--- src/rtl/pe27_requant_if.sv ---
// Stream bundle between the MAC, the requant stage and the feature-map writer.
// master: the side that produces MAC results and consumes quantized outputs.
// slave:  the requant stage.
interface pe27_requant_if #(
  parameter int unsigned ACC_W  = 24,
  parameter int unsigned BIAS_W = 16,
  parameter int unsigned OUT_W  = 8,
  parameter int unsigned CH_W   = 4,
  parameter int unsigned CNT_W  = 3
);
  logic                     in_valid;
  logic                     in_ready;
  logic [ACC_W-1:0]         in_acc;
  logic signed [BIAS_W-1:0] bias;
  logic [4:0]               shift;
  logic                     relu_en;
  logic                     out_valid;
  logic                     out_ready;
  logic [OUT_W-1:0]         out_data;
  logic [CH_W-1:0]          out_ch;
  logic                     out_last;
  logic [CNT_W-1:0]         fifo_count;

  modport master (
    output in_valid, in_acc, bias, shift, relu_en, out_ready,
    input  in_ready, out_valid, out_data, out_ch, out_last, fifo_count
  );

  modport slave (
    input  in_valid, in_acc, bias, shift, relu_en, out_ready,
    output in_ready, out_valid, out_data, out_ch, out_last, fifo_count
  );
endinterface

--- src/rtl/pe27_requant_out.sv ---
// Requantization stage after the 27-term PE MAC: bias add, optional ReLU,
// round-half-up right shift, saturation to OUT_W bits, channel tagging and a
// small output FIFO. Admission is credit based so the FIFO never overflows.
module pe27_requant_out #(
  parameter int unsigned ACC_W      = 24,
  parameter int unsigned BIAS_W     = 16,
  parameter int unsigned OUT_W      = 8,
  parameter int unsigned FIFO_DEPTH = 4,
  parameter int unsigned NUM_CH     = 16
) (
  input  logic            clk,
  input  logic            rst,
  pe27_requant_if.slave   bus
);
  localparam int unsigned CH_W  = $clog2(NUM_CH);
  localparam int unsigned PTR_W = $clog2(FIFO_DEPTH);
  localparam int unsigned CNT_W = PTR_W + 1;
  localparam int unsigned OCC_W = CNT_W + 1;
  localparam int unsigned SUM_W = ACC_W + 2;
  localparam int unsigned RND_W = SUM_W + 1;

  localparam logic signed [RND_W-1:0] UMAX = RND_W'(int'(2 ** OUT_W) - 1);
  localparam logic signed [RND_W-1:0] SMAX = RND_W'(int'(2 ** (OUT_W - 1)) - 1);
  localparam logic signed [RND_W-1:0] SMIN = RND_W'(-int'(2 ** (OUT_W - 1)));

  // S1 registers: biased sum plus the controls sampled with it
  logic                    s1_valid;
  logic signed [SUM_W-1:0] s1_sum;
  logic [CH_W-1:0]         s1_ch;
  logic [4:0]              s1_shift;
  logic                    s1_relu;

  // S2 registers: quantized result waiting to enter the FIFO
  logic                    s2_valid;
  logic [OUT_W-1:0]        s2_data;
  logic [CH_W-1:0]         s2_ch;

  logic [CH_W-1:0]         ch_cnt;
  logic                    in_ready_q;

  logic [OUT_W-1:0]        mem_data [FIFO_DEPTH];
  logic [CH_W-1:0]         mem_ch   [FIFO_DEPTH];
  logic [PTR_W-1:0]        wr_ptr;
  logic [PTR_W-1:0]        rd_ptr;
  logic [CNT_W-1:0]        count;

  logic                    accept;
  logic                    push;
  logic                    pop;
  logic [CNT_W-1:0]        count_nxt;
  logic                    in_ready_nxt;

  logic signed [RND_W-1:0] relu_in;
  logic signed [RND_W-1:0] half;
  logic signed [RND_W-1:0] rounded;
  logic [OUT_W-1:0]        q_c;

  assign accept = bus.in_valid & in_ready_q;
  assign push   = s2_valid;
  assign pop    = (count != '0) & bus.out_ready;

  // ReLU, round-half-up shift and saturation of the S1 sum
  always_comb begin
    relu_in = RND_W'(s1_sum);
    half    = '0;
    if (s1_relu && s1_sum[SUM_W-1]) relu_in = '0;
    if (s1_shift != 5'd0) half = RND_W'(1) <<< (s1_shift - 5'd1);
    rounded = (relu_in + half) >>> s1_shift;
    if (s1_relu) begin
      if (rounded > UMAX)           q_c = UMAX[OUT_W-1:0];
      else if (rounded[RND_W-1])    q_c = '0;
      else                          q_c = rounded[OUT_W-1:0];
    end else begin
      if (rounded > SMAX)           q_c = SMAX[OUT_W-1:0];
      else if (rounded < SMIN)      q_c = SMIN[OUT_W-1:0];
      else                          q_c = rounded[OUT_W-1:0];
    end
  end

  // Next occupancy and the credit check that gates the next acceptance
  always_comb begin
    count_nxt = count;
    if (push && !pop)      count_nxt = count + CNT_W'(1);
    else if (!push && pop) count_nxt = count - CNT_W'(1);
    in_ready_nxt = (OCC_W'(count_nxt) + OCC_W'(accept) + OCC_W'(s1_valid))
                   < OCC_W'(FIFO_DEPTH);
  end

  // Pipeline stages, channel counter and registered credit
  always_ff @(posedge clk or posedge rst) begin
    if (rst) begin
      s1_valid   <= 1'b0;
      s1_sum     <= '0;
      s1_ch      <= '0;
      s1_shift   <= '0;
      s1_relu    <= 1'b0;
      s2_valid   <= 1'b0;
      s2_data    <= '0;
      s2_ch      <= '0;
      ch_cnt     <= '0;
      in_ready_q <= 1'b0;
    end else begin
      s1_valid <= accept;
      if (accept) begin
        s1_sum   <= $signed({2'b00, bus.in_acc}) + SUM_W'(bus.bias);
        s1_ch    <= ch_cnt;
        s1_shift <= bus.shift;
        s1_relu  <= bus.relu_en;
        ch_cnt   <= (ch_cnt == CH_W'(NUM_CH - 1)) ? '0 : ch_cnt + CH_W'(1);
      end
      s2_valid <= s1_valid;
      if (s1_valid) begin
        s2_data <= q_c;
        s2_ch   <= s1_ch;
      end
      in_ready_q <= in_ready_nxt;
    end
  end

  // Output FIFO storage and pointers
  always_ff @(posedge clk or posedge rst) begin
    if (rst) begin
      for (int i = 0; i < int'(FIFO_DEPTH); i++) begin
        mem_data[i] <= '0;
        mem_ch[i]   <= '0;
      end
      wr_ptr <= '0;
      rd_ptr <= '0;
      count  <= '0;
    end else begin
      if (push) begin
        mem_data[wr_ptr] <= s2_data;
        mem_ch[wr_ptr]   <= s2_ch;
        wr_ptr           <= wr_ptr + PTR_W'(1);
      end
      if (pop) rd_ptr <= rd_ptr + PTR_W'(1);
      count <= count_nxt;
    end
  end

  assign bus.in_ready   = in_ready_q;
  assign bus.out_valid  = (count != '0);
  assign bus.out_data   = mem_data[rd_ptr];
  assign bus.out_ch     = mem_ch[rd_ptr];
  assign bus.out_last   = (mem_ch[rd_ptr] == CH_W'(NUM_CH - 1));
  assign bus.fifo_count = count;
endmodule
--- src/flat_wrapper.sv ---
// flat-port wrapper written by rule: the top's interface ports become plain ports
module pe27_requant_out_flat 
#(
  parameter int unsigned ACC_W      = 24,
  parameter int unsigned BIAS_W     = 16,
  parameter int unsigned OUT_W      = 8,
  parameter int unsigned FIFO_DEPTH = 4,
  parameter int unsigned NUM_CH     = 16
)
  (clk, rst, bus_in_valid, bus_in_acc, bus_bias, bus_shift, bus_relu_en, bus_out_ready, bus_in_ready, bus_out_valid, bus_out_data, bus_out_ch, bus_out_last, bus_fifo_count);
  pe27_requant_if #(.ACC_W(ACC_W), .BIAS_W(BIAS_W), .OUT_W(OUT_W)) bus_i ();
  input  logic clk;
  input  logic rst;
  input wire logic [$bits(bus_i.in_valid)-1:0] bus_in_valid;
  input wire logic [$bits(bus_i.in_acc)-1:0] bus_in_acc;
  input wire logic [$bits(bus_i.bias)-1:0] bus_bias;
  input wire logic [$bits(bus_i.shift)-1:0] bus_shift;
  input wire logic [$bits(bus_i.relu_en)-1:0] bus_relu_en;
  input wire logic [$bits(bus_i.out_ready)-1:0] bus_out_ready;
  output wire logic [$bits(bus_i.in_ready)-1:0] bus_in_ready;
  output wire logic [$bits(bus_i.out_valid)-1:0] bus_out_valid;
  output wire logic [$bits(bus_i.out_data)-1:0] bus_out_data;
  output wire logic [$bits(bus_i.out_ch)-1:0] bus_out_ch;
  output wire logic [$bits(bus_i.out_last)-1:0] bus_out_last;
  output wire logic [$bits(bus_i.fifo_count)-1:0] bus_fifo_count;
  assign bus_i.in_valid = bus_in_valid;
  assign bus_i.in_acc = bus_in_acc;
  assign bus_i.bias = bus_bias;
  assign bus_i.shift = bus_shift;
  assign bus_i.relu_en = bus_relu_en;
  assign bus_i.out_ready = bus_out_ready;
  assign bus_in_ready = bus_i.in_ready;
  assign bus_out_valid = bus_i.out_valid;
  assign bus_out_data = bus_i.out_data;
  assign bus_out_ch = bus_i.out_ch;
  assign bus_out_last = bus_i.out_last;
  assign bus_fifo_count = bus_i.fifo_count;
  pe27_requant_out #(.ACC_W(ACC_W), .BIAS_W(BIAS_W), .OUT_W(OUT_W), .FIFO_DEPTH(FIFO_DEPTH), .NUM_CH(NUM_CH)) u_core (.clk(clk), .rst(rst), .bus(bus_i));
endmodule
--- config.mk ---
export PLATFORM = sky130hd
export DESIGN_NAME = pe27_requant_out_flat
export DESIGN_NICKNAME = d
export VERILOG_FILES = /design/src/rtl/pe27_requant_if.sv /design/src/rtl/pe27_requant_out.sv /design/src/flat_wrapper.sv
export SDC_FILE = /design/constraint.sdc
export NUM_CORES = 1
export LEC_CHECK = 0
export CORE_ASPECT_RATIO = 0.6
export CORE_UTILIZATION = 40
export DETAILED_ROUTE_END_ITERATION = 12
export PLACE_DENSITY = 0.69
export SETUP_SLACK_MARGIN = 0.4
export SLEW_MARGIN = 10
export SYNTH_ARGS = -nofsm -noshare
export SYNTH_HDL_FRONTEND = slang
export SYNTH_SLANG_ARGS = --single-unit
--- constraint.sdc ---
create_clock -name clk -period 6.7 [get_ports clk]
set_input_delay 1.34 -clock clk [delete_from_list [all_inputs] [get_ports clk]]
set_output_delay 1.34 -clock clk [all_outputs]
set_load 0.01 [all_outputs]
Word-level counts from Yosys, hierarchy flattened

Cells that the tools add are included.

Bitwise operators: 4
Order comparisons: 7
Equal/unequal tests: 2
Reduce and logical (&&, ||, !) cells: 8
Add/sub/neg operators: 10
Mux-type cells: 22
Shift operators: 2

Operator list:

| operator                | number |
|---|---|
| $mux W8                 | 8 |
| $mux W27                | 2 |
| $bwmux W32              | 1 |
| $add A27 B27 Y27        | 1 |
| $gt A27 B8 Y1 const B   | 1 |
| $gt A27 B9 Y1 const B   | 1 |
| $lt A27 B8 Y1 const B   | 1 |
| $sshl A2 B5 Y27 const A | 1 |
| $sshr A27 B5 Y27        | 1 |
| $add A25 B16 Y26        | 1 |
| $bmux W8 S2             | 1 |
| $bwmux W16              | 1 |
| $demux W8 S2            | 1 |
| $mux W4                 | 4 |
| $bmux W4 S2             | 1 |
| $demux W4 S2            | 1 |
| $eq A4 B4 Y1 const B    | 2 |
| $ge A3 B3 Y1 const B    | 2 |
| $mux W3                 | 2 |
| $not A2 Y3              | 2 |
| $reduce_bool A5 Y1      | 1 |
| $sub A5 B1 Y5 const B   | 1 |
| $add A2 B1 Y2 const B   | 2 |
| $add A3 B1 Y4           | 1 |
| 10 further kinds        | 15 |

Output and inout port bits: 18
Logic and storage cells: 76
Bits in registers: 110

Logic depth before layout (Yosys ltp)

Depth in word-level cells: 9
Mapped depth: 22

Worst setup path before layout

OpenSTA, ideal clock, no wires.

Kind: reg2reg
From: register u_core.s1_shift[0]
To: register u_core.s2_data[4]
Setup time: 145 ps
Cell stages (with the launch flop): 22
Slack: 1365 ps
Arrival time: 5190 ps
Required time: 6555 ps
Cell sequence: dfrtp_1 -> clkbuf_1 -> inv_1 -> buf_1 -> buf_1 -> clkbuf_1 -> nor3_1 -> ha_1 -> fa_1 -> a21o_1 -> a221oi_2 -> o21ba_2 -> o21bai_2 -> a21o_1 -> xor2_1 -> mux4_2 -> a211oi_2 -> a311o_1 -> and3b_1 -> o2111ai_2 -> o211ai_2 -> o221ai_1

Longest elaborated chain between the ends: 9

Ends and longest elaborated chain:

| item                   | RTL line                | source |
|---|---|---|
| from (decl)            | pe27_requant_out.sv:30  | `logic [4:0] s1_shift;` |
| from (signal assigned) | pe27_requant_out.sv:107 | `s1_shift <= bus.shift;` |
| $sub A5 B1 Y5          | pe27_requant_out.sv:67  | `if (s1_shift != 5'd0) half = RND_W'(1) <<< (s1_shift - 5'd1);` |
| $sshl A2 B5 Y27        | pe27_requant_out.sv:67  |  |
| $mux W27               | pe27_requant_out.sv:67  |  |
| $add A27 B27 Y27       | pe27_requant_out.sv:68  | `rounded = (relu_in + half) >>> s1_shift;` |
| $sshr A27 B5 Y27 *     | pe27_requant_out.sv:68  |  |
| $lt A27 B8 Y1          | pe27_requant_out.sv:75  | `else if (rounded < SMIN) q_c = SMIN[OUT_W-1:0];` |
| $mux W8                | pe27_requant_out.sv:75  |  |
| $mux W8                | pe27_requant_out.sv:74  | `if (rounded > SMAX) q_c = SMAX[OUT_W-1:0];` |
| $mux W8 *              | pe27_requant_out.sv:69  | `if (s1_relu) begin` |
| to (signal assigned)   | pe27_requant_out.sv:113 | `s2_data <= q_c;` |
| to (decl)              | pe27_requant_out.sv:35  | `logic [OUT_W-1:0] s2_data;` |

Every way passes the cells marked *; elsewhere a longest branch is shown, timed or not.
A chain may end at the register's enable or synchronous reset.

Worst setup path in the final report

From: register u_core.s1_shift[1]
To: register u_core.s2_data[4]

The elaborated chain is that of the path after synthesis.

==> results_tabular.tex <==
\begin{tabular}{lr}
\hline
Metric & Value \\
\hline
\multicolumn{2}{l}{\textbf{Floorplanning}} \\
\quad Starting density of the core & 0.414 \\
\quad Ports placed on the boundary & 68 \\
\quad Core Rows & 43 \\
\quad Die area & 24900 sq um \\
\quad Die boundary width & 203 um \\
\quad Core area & 23500 sq um \\
\quad Die boundary height & 123 um \\
\multicolumn{2}{l}{\textbf{STA}} \\
\quad Fin Clk Skew & 14.2 ps \\
\quad Final Cycle Share & 0.893 \\
\quad Worst-Margin Slew & 988 ps \\
\quad Final critical delay including setup and external delays & 5980 ps \\
\quad Highest attainable clock frequency & 167 MHz \\
\quad Setup slack after layout & 716 ps \\
\quad RSZ-0062 raised after global routing & no \\
\quad Endpoints failing hold & 0 \\
\quad Setup TNS & 0 ps \\
\quad Minimum hold slack & 462 ps \\
\quad Slew headroom & 0.333 \\
\quad Final Setup Violations & 0 \\
\quad Final slew viol count & 0 \\
\multicolumn{2}{l}{\textbf{GRT}} \\
\quad GRT overflow & 0 \\
\quad Combined global-route utilization of all metal layers & 0.245 \\
\quad Wire length of the first global-routing pass & 47300 um \\
\quad Pin count of the biggest net entering global routing & 62 \\
\quad Vias in the first global route & 8365 \\
\quad Antenna violations before repair & 0 \\
\multicolumn{2}{l}{\textbf{Synth}} \\
\quad Async set-reset flop share out of synthesis & 1.00 \\
\quad Mux cell area share after synthesis & 0.115 \\
\quad Post-synth net total & 1266 \\
\quad Dominant combinational cell family by area after synthesis & compound AO/OA/AOI/OAI gates \\
\quad Number of register bits inferred by synthesis & 110 \\
\quad Adder-cell area share of the yosys netlist & 0.0815 \\
\quad Fraction of the mapped netlist area in simple logic gates & 0.200 \\
\quad Cell count after synthesis & 1154 \\
\quad Area fraction in compound gates after synthesis & 0.240 \\
\quad Post-synth design cell area & 9710 sq um \\
\quad Number of warnings issued by yosys & 0 \\
\quad Leading post-synthesis cells by cell area & dfrtp\_1, ha\_1, mux2\_2 \\
\quad Most frequently used cell type in the post-synthesis netlist & nand2\_1 \\
\quad Most instantiated cells after synthesis & nand2\_1, dfrtp\_1, nor2\_1 \\
\quad Number of flops mapped to enable cells by yosys & 0 \\
\quad Distinct cell type count after synthesis & 85 \\
\quad Post-synthesis xor/xnor area fraction & 0.0397 \\
\quad Sequential element share of the synthesized area & 0.284 \\
\quad Flip-flop cell with the highest count after synthesis & dfrtp\_1 \\
\quad Largest area contributor in the synthesized netlist & dfrtp\_1 \\
\quad Avg Synthesized Cell Area & 8.41 sq um \\
\quad Yosys top cell area share & 0.284 \\
\multicolumn{2}{l}{\textbf{Worst setup path}} \\
\quad Worst Path Class, Setup & reg2reg \\
\quad CP startpoint kind & flip-flop \\
\quad Endpoint of the worst register-to-register path & u\_core.s2\_data[4] \\
\quad Cell family contributing the most delay on the critical path & compound AO/OA/AOI/OAI gates \\
\quad Reg2Reg Launch Point & u\_core.s1\_shift[1] \\
\quad CP max-delay cell & nor3\_1 \\
\quad Depth of the worst register-to-register path & 19 \\
\quad Arrival @ worst endpoint & 6190 ps \\
\quad Buffers \& Inverters on Critical Path & 3 \\
\quad Largest fanout on the critical path & 22 \\
\quad Internal reg-to-reg setup slack & 720 ps \\
\quad Category of the worst setup path capture point & flip-flop \\
\quad Cell chain of the critical path & inv\_1 > buf\_4 > nand3\_1 > buf\_4 > nor3\_1 > ha\_1 > a21oi\_1 > o21ai\_1 > nor2\_1 > o31a\_1 > nor3\_1 > nor2\_1 > mux4\_2 > a211oi\_2 > a311o\_1 > and3b\_1 > o2111ai\_2 > o211ai\_2 > o221ai\_1 \\
\quad Critical path required time & 6910 ps \\
\quad Maximum single-stage delay on the critical path & 600 ps \\
\multicolumn{2}{l}{\textbf{Placed design}} \\
\quad Dpl hpwl & 23500 um \\
\quad Port Buf Inserts & 67 \\
\quad Pre-CTS setup slack & 991 ps \\
\quad Routability Congestion & 1.00 \\
\multicolumn{2}{l}{\textbf{Clocking}} \\
\quad Quantity of gates resized following cts & 0 \\
\quad Worst-path clk slew & 70 ps \\
\quad CTS Hold Buffers Added & 0 \\
\quad Clock tree from TritonCTS & built \\
\quad Cell chosen for the clock root & clkbuf\_16 \\
\quad Number of levels the H-tree was split into & 3 \\
\quad Buffers from clock root to sink, at most & 2 \\
\quad Post-CTS repair timing setup buffer count & 0 \\
\quad Sink count of the clock tree & 110 \\
\quad Skew-Pair Late Insertion Delay & 360 ps \\
\quad Number of clock buffers inserted by TritonCTS & 9 \\
\multicolumn{2}{l}{\textbf{Power and ir drop}} \\
\quad Maximum ir drop on the vdd rail & 0.186 mV \\
\quad Pwr/cell area & 529 nW/um\^{}2 \\
\quad Leak Pwr & 4.71 nW \\
\multicolumn{2}{l}{\textbf{Route}} \\
\quad Detailed Routing Iterations Pass 1 & 9 \\
\quad Via density & 6.04 \\
\quad Vias & 9123 \\
\quad Final routed DRC violation total & 0 \\
\quad Post-DR wirelength/cell & 19.9 um \\
\quad Routed Antenna Nets & 0 \\
\quad Iteration-0 DRC Markers & 1191 \\
\quad Total length of routed wires & 30100 um \\
\multicolumn{2}{l}{\textbf{Cells and area}} \\
\quad Proportion of layout cells with a drive suffix above 1 & 0.115 \\
\quad Area growth, synth to finish & 13.2\% \\
\quad Total inserted antenna cells & 0 \\
\quad Fin nets & 1303 \\
\multicolumn{2}{l}{\textbf{Worst hold path}} \\
\quad Hold depth & 2 \\
\quad End point of the most critical hold path & u\_core.s1\_sum[8] \\
\quad Hold Crit Start & u\_core.s1\_sum[8] \\
\quad Type of the worst min-delay path & reg2reg \\
\multicolumn{2}{l}{\textbf{Outcome}} \\
\quad Outcome & completed \\
\multicolumn{2}{l}{\textbf{Flow run}} \\
\quad Max-cap check violation count & 0 \\
\hline
\end{tabular}
==> worst max-delay path by stage <==
stage | end | cells past startpoint | startpoint
2_1_floorplan | u_core.s2_data[4] | 21 | u_core.s1_shift[0]
3_3_place_gp | u_core.s2_data[4] | 19 | u_core.s1_shift[1]
3_5_place_dp | u_core.s2_data[4] | 19 | u_core.s1_shift[1]
4_1_cts | u_core.s2_data[4] | 19 | u_core.s1_shift[1]
5_1_grt | u_core.s2_data[4] | 19 | u_core.s1_shift[1]
6_report | u_core.s2_data[4] | 19 | u_core.s1_shift[1]
==> sequential cells by signal (all words and copies together), names as in the netlist <==
register / count
u_core.mem_data: 32
u_core.s1_sum: 26
u_core.mem_ch: 16
u_core.s2_data: 8
u_core.s1_shift: 5
u_core.ch_cnt: 4
u_core.s1_ch: 4
u_core.s2_ch: 4
u_core.bus.fifo_count: 3
u_core.rd_ptr: 2
u_core.wr_ptr: 2
u_core.bus.in_ready: 1
u_core.push: 1
u_core.s1_relu: 1
u_core.s1_valid: 1
==> through the flow <==
| stage | instances | total power [mW] | utilization | cell area, sq um |
|---|---|---|---|---|
| after detailed placement | 1495 | 5.11 | 0.455 | 10700 |
| after global placement | 1495 | 5.10 | 0.455 | 10700 |
| final | 1510 | 5.82 | 0.469 | 11000 |
| after CTS | 1510 | 5.71 | 0.469 | 11000 |
| after global routing | 1510 | 6.21 | 0.469 | 11000 |
| after floorplan | 1154 | 3.92 | - | 9710 |
==> metal layers <==
layer  vias to the layer above  track usage  part of all wire
li1                       4332            -                 -
met1                      4236        0.394              0.50
met2                       521        0.313              0.37
met3                        34       0.0669              0.12
met4                         0       0.0456             0.011
met5                         -            0                 0
==> power by group <==
group / switching (mW) / total [mW] / leakage, nW / internal, mW
Sequential: 0.263 / 1.24 / 1.36 / 0.980
Combinational: 2.40 / 4.00 / 3.19 / 1.60
Clock: 0.249 / 0.578 / 0.157 / 0.329
Total: 2.91 / 5.82 / 4.71 / 2.91
==> worst reg2reg max path, stage by stage (launching register included) <==
cell       delay, ps
dfrtp_1          380
inv_1            120
buf_4            310
nand3_1          180
buf_4            210
nor3_1           270
ha_1             530
a21oi_1          170
o21ai_1          360
nor2_1            90
o31a_1           270
nor3_1           600
nor2_1           300
mux4_2           530
a211oi_2         400
a311o_1          260
and3b_1          200
o2111ai_2        150
o211ai_2         310
o221ai_1         170
==> cell usage in the layout (no fill, tap or decap), types with 20 or more instances in the layout <==
master           count
xor2_1              22
nor3_1              27
nand3_1             26
a21o_1              20
and2_1              33
a21oi_1             74
nor2_1              99
ha_1                60
dfrtp_1            110
buf_4               21
nand2_1            150
o21ai_0             70
xnor2_1             22
mux2_2              53
inv_1               31
clkdlybuf4s50_1     67
==> cells by family after synthesis <==
kind of cell	after synthesis
buffers and inverters	97
AO/OA/AOI/OAI	344
multiplexers	85
AND/OR/NAND/NOR	412
flip-flops	110
XOR/XNOR	44
adder cells (fa/ha/maj)	62
==> cell type report <==
cell class | count | area [sq um]
Timing Repair Buffer | 88 | 828
Sequential cell | 110 | 2750
Clock buffer | 9 | 225
Clock inverter | 6 | 91.3
Inverter | 35 | 134
Fill cell | 2282 | 12500
Multi-Input combinational cell | 947 | 6570
Tap cell | 315 | 394
Power figures use the tool's default switching activity.
